**src/rtl/nibble_sched_pkg.sv**
```systemverilog
// Shared types and defaults for the round-robin nibble adder scheduler.
package nibble_sched_pkg;

  typedef enum logic [1:0] {
    IDLE = 2'd0,
    EXEC = 2'd1,
    RESP = 2'd2
  } sched_state_t;

  localparam int N_REQ_DEF = 4;
  localparam int W_DEF     = 4;

endpackage

```
**src/rtl/nibble_add_unit.sv**
```systemverilog
// Registered W-bit adder producing a W+1 bit sum; updates only when load is high.
module nibble_add_unit #(
  parameter int W = 4
) (
  input  logic         clk,
  input  logic         reset,
  input  logic         load,
  input  logic [W-1:0] a,
  input  logic [W-1:0] b,
  output logic [W:0]   sum
);

  logic [W:0] sum_p1;

  // Stage p1: carry-extended sum register
  always_ff @(posedge clk or posedge reset) begin
    if (reset) begin
      sum_p1 <= '0;
    end else if (load) begin
      sum_p1 <= {1'b0, a} + {1'b0, b};
    end
  end

  assign sum = sum_p1;

endmodule

```
**src/rtl/nibble_add_sched.sv**
```systemverilog
// Round-robin arbiter sequencing requester operand pairs through one shared
// registered adder and returning the tagged sum on a backpressured port.
module nibble_add_sched
  import nibble_sched_pkg::*;
#(
  parameter int N_REQ = N_REQ_DEF,
  parameter int W     = W_DEF,
  parameter int IDW   = $clog2(N_REQ)
) (
  input  logic               clk,
  input  logic               reset,
  input  logic [N_REQ-1:0]   req_valid,
  output logic [N_REQ-1:0]   req_ready,
  input  logic [N_REQ*W-1:0] req_a,
  input  logic [N_REQ*W-1:0] req_b,
  output logic               rsp_valid,
  input  logic               rsp_ready,
  output logic [IDW-1:0]     rsp_id,
  output logic [W:0]         rsp_sum,
  output logic               busy
);

  sched_state_t   state_q;
  logic [IDW-1:0] rr_ptr_q;
  logic [IDW-1:0] grant;
  logic [IDW-1:0] idx;
  logic           found;
  logic [W-1:0]   a_sel;
  logic [W-1:0]   b_sel;

  logic [W-1:0]   a_p0;
  logic [W-1:0]   b_p0;
  logic [IDW-1:0] id_p0;
  logic           vld_p1;
  logic           busy_q;

  // Scan downward so the requester closest to rr_ptr (smallest offset) wins;
  // IDW-bit addition wraps modulo N_REQ because N_REQ is a power of two.
  always_comb begin
    found = 1'b0;
    grant = '0;
    idx   = '0;
    for (int k = N_REQ - 1; k >= 0; k--) begin
      idx = rr_ptr_q + IDW'(k);
      if (req_valid[idx]) begin
        found = 1'b1;
        grant = idx;
      end
    end
  end

  always_comb begin
    req_ready = '0;
    if (state_q == IDLE && found) begin
      req_ready[grant] = 1'b1;
    end
  end

  always_comb begin
    a_sel = req_a[grant*W +: W];
    b_sel = req_b[grant*W +: W];
  end

  // Stage p0: operand capture and scheduler state
  always_ff @(posedge clk or posedge reset) begin
    if (reset) begin
      state_q  <= IDLE;
      rr_ptr_q <= '0;
      a_p0     <= '0;
      b_p0     <= '0;
      id_p0    <= '0;
      vld_p1   <= 1'b0;
      busy_q   <= 1'b0;
    end else begin
      case (state_q)
        IDLE: begin
          if (found) begin
            a_p0    <= a_sel;
            b_p0    <= b_sel;
            id_p0   <= grant;
            state_q <= EXEC;
            busy_q  <= 1'b1;
          end
        end
        EXEC: begin
          state_q <= RESP;
          vld_p1  <= 1'b1;
        end
        RESP: begin
          if (rsp_ready) begin
            rr_ptr_q <= id_p0 + IDW'(1);
            vld_p1   <= 1'b0;
            busy_q   <= 1'b0;
            state_q  <= IDLE;
          end
        end
        default: begin
          state_q <= IDLE;
          vld_p1  <= 1'b0;
          busy_q  <= 1'b0;
        end
      endcase
    end
  end

  // Stage p1: shared adder, loaded only during EXEC so RESP holds it frozen
  nibble_add_unit #(
    .W (W)
  ) u_add (
    .clk   (clk),
    .reset (reset),
    .load  (state_q == EXEC),
    .a     (a_p0),
    .b     (b_p0),
    .sum   (rsp_sum)
  );

  assign rsp_valid = vld_p1;
  assign rsp_id    = id_p0;
  assign busy      = busy_q;

endmodule
```
**config.mk**
```make
export PLATFORM = sky130hd
export DESIGN_NAME = nibble_add_sched
export DESIGN_NICKNAME = d
export VERILOG_FILES = /design/src/rtl/nibble_sched_pkg.sv /design/src/rtl/nibble_add_unit.sv /design/src/rtl/nibble_add_sched.sv
export SDC_FILE = /design/constraint.sdc
export NUM_CORES = 1
export LEC_CHECK = 0
export CELL_PAD_IN_SITES_DETAIL_PLACEMENT = 2
export CELL_PAD_IN_SITES_GLOBAL_PLACEMENT = 2
export CORE_ASPECT_RATIO = 1.25
export CORE_MARGIN = 1.5
export CORE_UTILIZATION = 25
export DETAILED_ROUTE_END_ITERATION = 16
export PLACE_DENSITY = 0.77
export SYNTH_ARGS = -nofsm -noshare
export SYNTH_HDL_FRONTEND = slang
export SYNTH_HIERARCHICAL = 1
export SYNTH_SLANG_ARGS = --single-unit
```
**constraint.sdc**
```tcl
create_clock -name clk -period 1.65 [get_ports clk]
set_input_delay 0.33 -clock clk [delete_from_list [all_inputs] [get_ports clk]]
set_output_delay 0.33 -clock clk [all_outputs]
set_load 0.01 [all_outputs]
```
==> out/qor.yml <==
die:
  start_util_pct: 26.4
  die_h_um: 82.6
  die_x_um: 66.7
  core_um2: 4800
  die_area_um2: 5510
  std_cell_rows: 28
  ios: 52
grt:
  overflow: 0
  antenna_found_initial: 0
  grt_pass1_vias: 1400
  grt_usage_pct: 15.7
  grt_pass1_wl_um: 6380
  grt_max_degree: 17
synth:
  async_reset_ff_share_pct: 100
  synth_cell_types: 34
  yosysWarnings: 6
  synth_flop_cell: "dfrtp_1"
  syn_area_per_cell_um2: 10.5
  ys_seq_area_share_pct: 41.5
  synth_nets: 165
  syn_inst: 121
  synth_edf_count: 0
  synth_seq_cells: 21
  syn-cell-area_um2: 1270
hold_path:
  hold_path.class: "primary input to asynchronous set/reset pin"
sta:
  hold_viol: 0
  rsz0062_at_grt: "yes"
  slew_headroom_pct: 81.1
  setup_violations: 12
  fin_crit_ns: 2.00
  worstMarginPinSlew_ns: 0.279
  maxSlewViolCount: 0
  fin_ws_ns: -0.346
  period_share_pct: 121
  fin_skew_ns: 0.00422
  fmax_ghz: 0.501
critical_path:
  regToRegEndpoint: "a_p0[0]"
  r2r_start: "rr_ptr_q[0]"
  critPathArrivalTime_ns: 1.67
  r2r_setup_slack_ns: -0.16
  crit_end: "req_ready[2]"
  worstPathMaxFanout: 3
  required_ns: 1.32
  critical_path_class: "flop to primary output"
  crit_start: "state_q[0]"
  cp-start-kind: "flop"
  ff2ff_path_depth: 9
  endpoint_kind: "primary output"
layout:
  design_area_um2: 2160
  layout_commonest_cell: "clkdlybuf4s50_1"
  layout_common_cells: "clkdlybuf4s50_1, dfrtp_1, buf_4"
  fillers: 492
  drive_gt1_share_pct: 27.5
  area_delta_synth_final_pct: 70.1
  nNetsFinal: 238
  diodes: 0
power:
  total_power_uw: 3660
  power_density_nw_per_um2: 1700
  peakVddDrop_v: 0.000431
  p_leak_uw: 0.000992
clock_tree:
  clockBufferDepth: 2
  cts_made_buffers: 3
  clkSinkCount: 21
  path_clk_slew_ns: 0.08
  clk_root_buffer_cell: "clkbuf_8"
  worstSkewPairLatency_ns: 0.27
  htree_num_levels: 1
  cts_tree: "done"
drt:
  num_vias: 1223
  drc: 0
  vias_per_cell: 4.83
  routed_wl_um: 4520
  firstDrtPassIters: 4
  ant_nets: 0
  wl_per_cell_um: 17.9
  drtIter0Drc: 25
outcome:
  violations: "setup timing"
  outcome: "finished with violations"
placement:
  placed_area_um2: 1920
  dp_hpwl_um: 3360
  dp_slack_ns: -0.999
  numPortBuffers: 51
  gp_congestion: 0.715
job:
  maxCapViolCount: 0
[final cells by class]
type | instances | area [µm²] | area share (%)
multi-input cells | 85 | 753 | 34.9
repair buffers | 73 | 717 | 33.3
flip-flops and latches | 21 | 527 | 24.4
well taps | 60 | 75.1 | 3.48
clock buffers | 3 | 41.3 | 1.92
inverters | 10 | 37.5 | 1.74
clock inverters | 1 | 5.00 | 0.232
[cell usage after synthesis, types with 2 or more instances]
cell | n | area (µm²)
mux2_2 | 2 | 22.5
a21o_1 | 3 | 22.5
nand3b_1 | 2 | 15.0
inv_1 | 10 | 37.5
o221ai_1 | 8 | 70.1
nor2_1 | 5 | 18.8
o21a_1 | 2 | 15.0
dfrtp_1 | 21 | 526
and2b_1 | 2 | 15.0
nor2b_1 | 3 | 18.8
xnor2_1 | 2 | 17.5
buf_6 | 3 | 33.8
ha_1 | 4 | 50.1
mux2i_1 | 17 | 170
nand2_1 | 14 | 52.6
o21ai_0 | 5 | 25.0
[kinds of logic after synthesis]
| kind of cell | count (synthesis) | share of synthesized area (%) |
|---|---|---|
| AO/OA/AOI/OAI | 25 | 15.2 |
| XOR/XNOR | 2 | 1.38 |
| adder cells (fa/ha/maj) | 5 | 5.53 |
| buffers and inverters | 15 | 6.52 |
| flip-flops | 21 | 41.5 |
| multiplexers | 19 | 15.2 |
| AND/OR/NAND/NOR | 34 | 14.7 |
[worst min path at each step]
stage	start	endpoint	slack [ns]	cells past startpoint
final	reset	u_add/sum[2]	0.32	2
after global routing	reset	u_add/sum[3]	0.32	2
after CTS	reset	u_add/sum[1]	0.32	2
after detailed placement	rsp_valid	rsp_valid	0.49	1
after global placement	b_p0[0]	b_p0[0]	0.48	2
after floorplan	reset	u_add/sum[0]	0.11	1
[where the power goes]
part	internal, µW	leakage, µW	total, µW	switching (µW)
sequential	782	0.000254	967	186
combinational	1270	0.000713	2340	1070
clock	169	0.0000255	347	178
[stage by stage]
| stage | setup TNS, ns | utilization [%] | instances | hold WS [ns] |
|---|---|---|---|---|
| floorplan | 0 | - | 121 | 0.109 |
| global placement | -8.81 | 39.9 | 241 | 0.476 |
| detailed placement | -10.82 | 39.9 | 241 | 0.486 |
| CTS | -1.55 | 42.6 | 249 | 0.321 |
| global route | -2.81 | 44.9 | 253 | 0.324 |
| finish | -1.95 | 44.9 | 253 | 0.316 |
[critical path, cell delays in order (launching register included)]
cell and delay [ns]:
dfrtp_1 0.40, or3_4 0.40, or2_4 0.28, and2b_1 0.19, buf_2 0.13
[state kept, by name (all words and copies together) (netlist names)]
name       count
busy           1
rr_ptr_q       2
u_add/sum      5
a_p0           4
rsp_valid      1
state_q        2
b_p0           4
rsp_id         2
[layer usage]
metal	part of all wire, %	vias to the layer above	track usage (%)
met5	0	-	0
met4	2.0	0	5.51
met3	2.8	6	0.949
met2	60	38	34.5
met1	35	603	14.4
li1	-	576	-
[repair_timing]
action,in CTS,in global routing
cloned,0,1
hold buffers,0,0
pin swaps,7,9
gates resized for setup,44,13
buffers inserted,4,4
endpoints found under the setup margin,14,12
Power figures use the tool's default switching activity.
